File: src/rtl/fetch_unit.sv
// Instruction-fetch stage: program counter, ROM addressing and the IF/ID register.
// Optional self-jump halt detection is compiled in with `define HALT_DETECT_EN.
module fetch_unit #(
  parameter int unsigned ADDR_W   = 5,
  parameter int unsigned DATA_W   = 32,
  parameter int unsigned RESET_PC = 0
) (
  input  logic              clk,
  input  logic              rst,
  input  logic              stall,
  input  logic              redirect_valid,
  input  logic [ADDR_W-1:0] redirect_pc,
  output logic [ADDR_W-1:0] rom_addr,
  input  logic [DATA_W-1:0] rom_data,
  output logic [DATA_W-1:0] if_instr,
  output logic [ADDR_W-1:0] if_pc,
  output logic [ADDR_W-1:0] if_pc_plus1,
  output logic              if_valid,
  output logic              halted
);

  localparam logic [ADDR_W-1:0] PC_INIT = ADDR_W'(RESET_PC);

  logic [ADDR_W-1:0] pc;
  logic [ADDR_W-1:0] pc_inc;
  logic              halt_hit;

  assign rom_addr = pc;
  assign pc_inc   = pc + ADDR_W'(1);

  // Control priority: redirect_valid beats stall; a redirect always flushes the
  // IF/ID slot (if_valid=0) and loads redirect_pc, while stall alone freezes pc
  // and every IF/ID output. if_pc/if_pc_plus1 keep their last fetched values on
  // a flush so decode sees stable operands alongside if_valid=0.
  always_ff @(posedge clk or posedge rst) begin
    if (rst) begin
      pc          <= PC_INIT;
      if_instr    <= '0;
      if_pc       <= '0;
      if_pc_plus1 <= '0;
      if_valid    <= 1'b0;
    end else if (redirect_valid) begin
      pc       <= redirect_pc;
      if_instr <= '0;
      if_valid <= 1'b0;
    end else if (!stall) begin
      if (halted) begin
        if_valid <= 1'b0;
      end else begin
        if_instr    <= rom_data;
        if_pc       <= pc;
        if_pc_plus1 <= pc_inc;
        if_valid    <= 1'b1;
        pc          <= halt_hit ? pc : pc_inc;
      end
    end
  end

`ifdef HALT_DETECT_EN
  // A J-format word (opcode 000010) whose target is its own address spins forever.
  assign halt_hit = (rom_data[31:26] == 6'b000010) && (rom_data[ADDR_W-1:0] == pc);

  always_ff @(posedge clk or posedge rst) begin
    if (rst) begin
      halted <= 1'b0;
    end else if (redirect_valid) begin
      halted <= 1'b0;
    end else if (!stall && !halted && halt_hit) begin
      halted <= 1'b1;
    end
  end
`else
  assign halt_hit = 1'b0;
  assign halted   = 1'b0;
`endif

endmodule

File: config.mk
export PLATFORM = sky130hd
export DESIGN_NAME = fetch_unit
export DESIGN_NICKNAME = d
export VERILOG_FILES = /design/src/rtl/fetch_unit.sv
export SDC_FILE = /design/constraint.sdc
export NUM_CORES = 1
export LEC_CHECK = 0
export CAP_MARGIN = 20
export CORE_MARGIN = 5
export CORE_UTILIZATION = 41
export CTS_CLUSTER_SIZE = 10
export DETAILED_ROUTE_END_ITERATION = 6
export GPL_TIMING_DRIVEN = 0
export PLACE_DENSITY = 0.75
export SLEW_MARGIN = 20
export SYNTH_ARGS = -nofsm -noshare
export SYNTH_HDL_FRONTEND = slang
export SYNTH_SLANG_ARGS = --single-unit
export TNS_END_PERCENT = 1
File: constraint.sdc
create_clock -name clk -period 2 [get_ports clk]
set_input_delay 0.4 -clock clk [delete_from_list [all_inputs] [get_ports clk]]
set_output_delay 0.4 -clock clk [all_outputs]
set_load 0.01 [all_outputs]
==> run_summary.xml, run 1 <==
<?xml version="1.0" encoding="UTF-8"?>
<metrics>
  <group name="timing">
    <metric name="timing.slew.headroom" unit="%">52.6</metric>
    <metric name="setup_repair_after_global_routing_missed_its_margin" unit="">false</metric>
    <metric name="finalWorstSetupSlack" unit="ps">194</metric>
    <metric name="worst-slew-pin-transition" unit="ps">709</metric>
    <metric name="max_clock_freq" unit="GHz">0.554</metric>
    <metric name="skew_final" unit="ps">2.79</metric>
    <metric name="final-max-slew-violation-count" unit="">0</metric>
    <metric name="period_minus_slack" unit="ps">1810</metric>
    <metric name="finalCritPeriodShare" unit="%">90.3</metric>
    <metric name="report.final.hold_viol_count" unit="">0</metric>
    <metric name="finalSetupViolCount" unit="">0</metric>
    <metric name="finalSetupTns" unit="ps">0</metric>
  </group>
  <group name="floorplanning">
    <metric name="initial_utilization" unit="%">42.4</metric>
    <metric name="placement_rows" unit="">25</metric>
    <metric name="core" unit="µm²">4750</metric>
    <metric name="die_area" unit="µm²">6420</metric>
    <metric name="die_width" unit="µm">80.1</metric>
    <metric name="pin_count" unit="">90</metric>
    <metric name="die_boundary_height" unit="µm">80.1</metric>
  </group>
  <group name="critical_path">
    <metric name="worst_path_dominant_cell_family" unit="">buffers and inverters</metric>
    <metric name="setup.worst_path.class" unit="">reg2out</metric>
    <metric name="timing.critical_path.to_type" unit="">primary output</metric>
    <metric name="critical_path_cell_sequence" unit="">clkdlybuf4s50_1</metric>
    <metric name="worst_ep_arrival_time" unit="ps">1410</metric>
    <metric name="number_of_buffer_and_inverter_stages_on_the_critical_path" unit="">1</metric>
    <metric name="critPathRequiredTime" unit="ps">1600</metric>
    <metric name="timing.critical_path.slowest_stage_cell" unit="">sky130_fd_sc_hd__clkdlybuf4s50_1</metric>
    <metric name="crit_path_max_fanout" unit="">7</metric>
    <metric name="timing.critical_path.slowest_cell_delay" unit="ps">600</metric>
    <metric name="cp-start-kind" unit="">flop</metric>
  </group>
  <group name="cells_and_area">
    <metric name="num-fill-cells" unit="">397</metric>
    <metric name="most-common-layout-cells" unit="">86 x sky130_fd_sc_hd__clkdlybuf4s50_1, 48 x sky130_fd_sc_hd__dfrtp_1, 36 x sky130_fd_sc_hd__nor2_1</metric>
    <metric name="final_net_count" unit="">304</metric>
    <metric name="growth_of_design_area_from_synthesis_to_finish" unit="%">54.5</metric>
    <metric name="final_layout_size_suffix_gt1_share" unit="%">9.89</metric>
    <metric name="antennaDiodeCount" unit="">0</metric>
    <metric name="most_common_library_cell_in_the_layout_ignoring_fill_and_taps" unit="">sky130_fd_sc_hd__clkdlybuf4s50_1</metric>
    <metric name="final_util" unit="%">65.5</metric>
  </group>
  <group name="global_routing">
    <metric name="grtUsageTotal" unit="%">15.6</metric>
    <metric name="grt_first_pass_wirelength" unit="µm">7850</metric>
    <metric name="number_of_global_route_vias_before_repair" unit="">1671</metric>
    <metric name="grt_antenna_before_repair" unit="">0</metric>
    <metric name="grt_overflow" unit="">0</metric>
    <metric name="maximum_number_of_pins_on_one_net_before_global_route_repair" unit="">33</metric>
  </group>
  <group name="run_status">
    <metric name="status" unit="">finished, final reports clean</metric>
  </group>
  <group name="routing">
    <metric name="vias" unit="">1557</metric>
    <metric name="drt_first_pass_iters" unit="">4</metric>
    <metric name="detail_route.vias_per_cell" unit="">4.72</metric>
    <metric name="route.detailed.drc" unit="">0</metric>
    <metric name="antenna_left" unit="">0</metric>
    <metric name="first_iter_violations" unit="">67</metric>
    <metric name="wire_per_inst" unit="µm">14.4</metric>
    <metric name="finalWirelength" unit="µm">4760</metric>
  </group>
  <group name="cts">
    <metric name="clkTransAtPathRegs" unit="ps">90</metric>
    <metric name="cts_made_buffers" unit="">5</metric>
    <metric name="worstSkewPairLatency" unit="ps">290</metric>
    <metric name="tritoncts" unit="">built</metric>
    <metric name="post_cts_buffers" unit="">0</metric>
    <metric name="root_buffer" unit="">sky130_fd_sc_hd__clkbuf_8</metric>
    <metric name="h_tree_levels" unit="">2</metric>
    <metric name="cts.hold.buffers_added" unit="">0</metric>
    <metric name="cts_max_path_buffers" unit="">2</metric>
    <metric name="cts.sinks" unit="">48</metric>
    <metric name="cts_resized" unit="">0</metric>
  </group>
  <group name="synthesis">
    <metric name="synthesis.area_per_instance" unit="µm²">12.0</metric>
    <metric name="synth-seq-cells" unit="">48</metric>
    <metric name="yosys_warn_count" unit="">0</metric>
    <metric name="synth.yosys.seq_area_share" unit="%">59.6</metric>
    <metric name="postSynthNetCount" unit="">210</metric>
    <metric name="mappedNetlistArea" unit="µm²">2020</metric>
    <metric name="post_synth_num_cell_types" unit="">24</metric>
    <metric name="netlist_instances" unit="">168</metric>
  </group>
  <group name="power_and_ir_drop">
    <metric name="power_per_cell_area" unit="nW/µm²">779</metric>
    <metric name="p_total" unit="mW">2.43</metric>
    <metric name="leakagePower" unit="nW">1.42</metric>
    <metric name="ir_worst_vdd" unit="mV">0.413</metric>
  </group>
  <group name="placement">
    <metric name="worst_setup_slack_after_placement" unit="ps">521</metric>
    <metric name="dp.final_hpwl" unit="µm">3540</metric>
    <metric name="globalplace.congestion" unit="">0.702</metric>
    <metric name="placement.io_buffers" unit="">86</metric>
  </group>
  <group name="job">
    <metric name="timing.max_cap.violations" unit="">0</metric>
  </group>
  <group name="worst_hold_path">
    <metric name="hold_class" unit="">in2reg</metric>
  </group>
</metrics>
-- registers in the layout (all words and copies together), names as in the netlist --
signal / count
rom_addr: 5
if_pc_plus1: 5
if_valid: 1
if_instr: 32
if_pc: 5
-- worst paths after layout --
path | from | end | slack (ps) | cells past startpoint
worst min register to register | if_pc[4]$_DFFE_PP0P_ | if_pc[4]$_DFFE_PP0P_ | 510 | 1
min in group asynchronous | rst | if_instr[16]$_DFFE_PP0P_ | 530 | 2
worst max-delay path | rom_addr[2]$_DFFE_PP0P_ | rom_addr[2] | 190 | 1
worst min-delay path | redirect_valid | if_pc_plus1[0]$_DFFE_PP0P_ | 410 | 2
max in group asynchronous | rst | if_pc[2]$_DFFE_PP0P_ | 940 | 3
worst max register to register | rom_addr[0]$_DFFE_PP0P_ | rom_addr[4]$_DFFE_PP0P_ | 720 | 4
-- routing by layer --
metal | track usage (%) | wire length, µm | vias up
met5 | 0 | 0 | -
met4 | 3.04 | 13 | 0
met3 | 6.05 | 371 | 2
met2 | 26.4 | 2340 | 51
met1 | 18.9 | 2030 | 761
li1 | - | - | 743
-- synthesized netlist by cell type, drive strengths merged --
| master | n | area, µm² |
|---|---|---|
| nor2b | 1 | 6.26 |
| o21ai | 6 | 30.0 |
| nand3 | 2 | 15.0 |
| dfrtp | 48 | 1200 |
| nor2 | 37 | 141 |
| inv | 3 | 11.3 |
| xor2 | 4 | 35.0 |
| or3 | 1 | 6.26 |
| ha | 1 | 12.5 |
| o31ai | 1 | 7.51 |
| a21oi | 4 | 20.0 |
| nand2 | 4 | 15.0 |
| xnor2 | 2 | 17.5 |
| conb | 1 | 3.75 |
| clkbuf | 4 | 15.0 |
| buf | 8 | 66.3 |
| mux2 | 6 | 67.6 |
| a31oi | 1 | 6.26 |
| mux2i | 33 | 330 |
| nand4b | 1 | 8.76 |
-- logic make-up (layout without fill, tap and decap cells) --
kind of cell,after synthesis,count (layout),synth area share [%]
AO/OA/AOI/OAI,12,12,3.16
XOR/XNOR,6,6,2.61
adder cells (fa/ha/maj),1,1,0.620
buffers and inverters,15,110,4.59
flip-flops,48,48,59.6
multiplexers,39,39,19.7
other,1,1,0.186
AND/OR/NAND/NOR,46,46,9.55
-- layout make-up --
cell class	count	area (µm²)	share of cell area, %
timing repair buffer	87	888	28.5
tap	67	83.8	2.69
inverter	3	11.3	0.361
multi-input combinational	105	723	23.2
buffer	12	81.3	2.61
sequential	48	1200	38.6
clock inverter	1	30.0	0.964
clock buffer	7	96.3	3.09
-- through the flow --
step,hold WS (ps),area [µm²],cells
2_1_floorplan,521,2020,168
3_3_place_gp,490,2960,321
3_5_place_dp,495,2990,322
4_1_cts,413,3120,330
5_1_grt,419,3120,330
6_report,410,3120,330
-- where the power goes --
group / internal [mW] / switching (mW)
Combinational: 0.328 / 0.210
Sequential: 1.06 / 0.0653
Clock: 0.441 / 0.321
Total: 1.83 / 0.596
Power figures use the tool's default switching activity.
==> run 2, diff against run 1 <==
--- a/config.mk
+++ b/config.mk
@@ -11,8 +11,9 @@
 export CTS_CLUSTER_SIZE = 10
 export DETAILED_ROUTE_END_ITERATION = 6
 export GPL_TIMING_DRIVEN = 0
+export HOLD_SLACK_MARGIN = 0.02
 export PLACE_DENSITY = 0.75
-export SLEW_MARGIN = 20
+export SLEW_MARGIN = 30
 export SYNTH_ARGS = -nofsm -noshare
 export SYNTH_HDL_FRONTEND = slang
 export SYNTH_SLANG_ARGS = --single-unit
==> run_summary.xml, run 2 (same netlist as run 1, synthesis figures left out) <==
<?xml version="1.0" encoding="UTF-8"?>
<metrics>
  <group name="placement">
    <metric name="globalplace.congestion" unit="">0.702</metric>
    <metric name="dp.final_hpwl" unit="µm">3430</metric>
    <metric name="placed_area" unit="µm²">2960</metric>
    <metric name="worst_setup_slack_after_placement" unit="ps">517</metric>
    <metric name="placement.io_buffers" unit="">86</metric>
  </group>
  <group name="critical_path">
    <metric name="cp-start-kind" unit="">flop</metric>
    <metric name="critPathRequiredTime" unit="ps">1600</metric>
    <metric name="worst_ep_arrival_time" unit="ps">1390</metric>
    <metric name="number_of_buffer_and_inverter_stages_on_the_critical_path" unit="">1</metric>
    <metric name="setup.worst_path.class" unit="">reg2out</metric>
    <metric name="timing.critical_path.slowest_stage_cell" unit="">sky130_fd_sc_hd__clkdlybuf4s50_1</metric>
    <metric name="worst_path_dominant_cell_family" unit="">buffers and inverters</metric>
    <metric name="timing.critical_path.slowest_cell_delay" unit="ps">590</metric>
    <metric name="critical_path_cell_sequence" unit="">clkdlybuf4s50_1</metric>
    <metric name="crit_path_max_fanout" unit="">7</metric>
    <metric name="timing.critical_path.to_type" unit="">primary output</metric>
  </group>
  <group name="timing">
    <metric name="setup_repair_after_global_routing_missed_its_margin" unit="">false</metric>
    <metric name="timing.slew.headroom" unit="%">60.5</metric>
    <metric name="finalWorstSetupSlack" unit="ps">210</metric>
    <metric name="final-max-slew-violation-count" unit="">0</metric>
    <metric name="worst-slew-pin-transition" unit="ps">593</metric>
    <metric name="period_minus_slack" unit="ps">1790</metric>
    <metric name="max_clock_freq" unit="GHz">0.559</metric>
    <metric name="finalSetupViolCount" unit="">0</metric>
    <metric name="report.final.hold_viol_count" unit="">0</metric>
    <metric name="finalCritPeriodShare" unit="%">89.5</metric>
    <metric name="skew_final" unit="ps">4.97</metric>
  </group>
  <group name="power_and_ir_drop">
    <metric name="power_per_cell_area" unit="nW/µm²">723</metric>
    <metric name="ir_worst_vdd" unit="mV">0.413</metric>
    <metric name="leakagePower" unit="nW">1.38</metric>
  </group>
  <group name="routing">
    <metric name="detail_route.vias_per_cell" unit="">4.61</metric>
    <metric name="wire_per_inst" unit="µm">14.0</metric>
    <metric name="first_iter_violations" unit="">35</metric>
    <metric name="antenna_left" unit="">0</metric>
    <metric name="finalWirelength" unit="µm">4610</metric>
    <metric name="route.detailed.drc" unit="">0</metric>
    <metric name="vias" unit="">1512</metric>
    <metric name="drt_first_pass_iters" unit="">4</metric>
  </group>
  <group name="cts">
    <metric name="worstSkewPairLatency" unit="ps">300</metric>
    <metric name="clkTransAtPathRegs" unit="ps">80</metric>
    <metric name="tritoncts" unit="">built</metric>
    <metric name="cts_made_buffers" unit="">5</metric>
    <metric name="root_buffer" unit="">sky130_fd_sc_hd__clkbuf_8</metric>
    <metric name="h_tree_levels" unit="">2</metric>
    <metric name="cts.sinks" unit="">48</metric>
    <metric name="post_cts_buffers" unit="">0</metric>
    <metric name="cts.hold.buffers_added" unit="">0</metric>
    <metric name="cts_resized" unit="">0</metric>
    <metric name="cts_max_path_buffers" unit="">2</metric>
  </group>
  <group name="cells_and_area">
    <metric name="regMostFlops" unit="">if_instr</metric>
    <metric name="most-common-layout-cells" unit="">86 x sky130_fd_sc_hd__clkdlybuf4s50_1, 48 x sky130_fd_sc_hd__dfrtp_1, 36 x sky130_fd_sc_hd__nor2_1</metric>
    <metric name="final_net_count" unit="">303</metric>
    <metric name="most_common_library_cell_in_the_layout_ignoring_fill_and_taps" unit="">sky130_fd_sc_hd__clkdlybuf4s50_1</metric>
    <metric name="final_layout_size_suffix_gt1_share" unit="%">8.81</metric>
    <metric name="antennaDiodeCount" unit="">0</metric>
    <metric name="growth_of_design_area_from_synthesis_to_finish" unit="%">50.8</metric>
    <metric name="post-route-cell-area" unit="µm²">3040</metric>
    <metric name="largest_register_ff_count" unit="">32</metric>
  </group>
  <group name="floorplanning">
    <metric name="pin_count" unit="">90</metric>
    <metric name="die_boundary_height" unit="µm">80.1</metric>
    <metric name="core" unit="µm²">4750</metric>
    <metric name="placement_rows" unit="">25</metric>
    <metric name="initial_utilization" unit="%">42.4</metric>
    <metric name="die_width" unit="µm">80.1</metric>
    <metric name="die_area" unit="µm²">6420</metric>
  </group>
  <group name="global_routing">
    <metric name="grtUsageTotal" unit="%">15.3</metric>
    <metric name="grt_overflow" unit="">0</metric>
    <metric name="number_of_global_route_vias_before_repair" unit="">1680</metric>
    <metric name="maximum_number_of_pins_on_one_net_before_global_route_repair" unit="">49</metric>
    <metric name="grt_antenna_before_repair" unit="">0</metric>
    <metric name="grt_first_pass_wirelength" unit="µm">7690</metric>
  </group>
  <group name="run_status">
    <metric name="status" unit="">finished, final reports clean</metric>
  </group>
  <group name="worst_hold_path">
    <metric name="hold_class" unit="">in2reg</metric>
  </group>
  <group name="job">
    <metric name="timing.max_cap.violations" unit="">0</metric>
  </group>
</metrics>
-- run 2: changes by cell type in the layout (fill, tap and decap cells not counted) --
cell,previous run,this run
sky130_fd_sc_hd__inv_4,0,1
sky130_fd_sc_hd__clkbuf_8,7,5
sky130_fd_sc_hd__inv_2,1,0
sky130_fd_sc_hd__buf_16,1,0
sky130_fd_sc_hd__bufinv_16,1,0
sky130_fd_sc_hd__clkbuf_1,4,5
sky130_fd_sc_hd__clkinv_2,0,1
-- run 2: cell type report --
| class | instances | area [µm²] |
|---|---|---|
| Tap cell | 67 | 83.8 |
| Fill cell | 404 | 1710 |
| Sequential cell | 48 | 1200 |
| Buffer | 12 | 81.3 |
| Timing Repair Buffer | 86 | 861 |
| Clock inverter | 1 | 5.00 |
| Clock buffer | 6 | 72.6 |
| Inverter | 3 | 13.8 |
| Multi-Input combinational cell | 105 | 723 |
-- run 2: worst paths after layout --
| check | startpoint | cells after the start | end | slack, ps |
|---|---|---|---|---|
| worst min-delay path | redirect_valid | 2 | if_pc_plus1[0]$_DFFE_PP0P_ | 410 |
| worst max-delay path | rom_addr[2]$_DFFE_PP0P_ | 1 | rom_addr[2] | 210 |
| max in group asynchronous | rst | 2 | if_instr[30]$_DFFE_PP0P_ | 1070 |
| worst min register to register | if_pc[4]$_DFFE_PP0P_ | 1 | if_pc[4]$_DFFE_PP0P_ | 510 |
| worst max register to register | rom_addr[0]$_DFFE_PP0P_ | 4 | rom_addr[4]$_DFFE_PP0P_ | 730 |
| min in group asynchronous | rst | 2 | if_instr[16]$_DFFE_PP0P_ | 520 |
-- run 2: where the power goes --
part | leakage (nW) | switching, mW | total (mW) | internal [mW]
logic | 0.730 | 0.208 | 0.530 | 0.322
registers | 0.613 | 0.0634 | 1.13 | 1.06
clock network | 0.0410 | 0.304 | 0.542 | 0.238
total | 1.38 | 0.575 | 2.20 | 1.62
-- run 2: per-layer routing --
layer  wire length (µm)  track usage [%]  part of all wire [%]
met5                  0                0                     0
met4                 69             5.57                   1.5
met3                409             4.93                   8.9
met2               2250             26.3                    49
met1               1880             17.8                    41
-- run 2: through the flow --
step | instances | hold WS, ps | TNS (ps) | utilization, % | total power, mW
after floorplan | 168 | 521 | 0 | - | 1.37
after global placement | 321 | 490 | -26220 | 62.3 | 1.67
after detailed placement | 321 | 495 | 0 | 62.3 | 1.69
after CTS | 328 | 408 | 0 | 64.0 | 2.24
after global routing | 328 | 416 | 0 | 64.0 | 2.33
final | 328 | 412 | 0 | 64.0 | 2.20
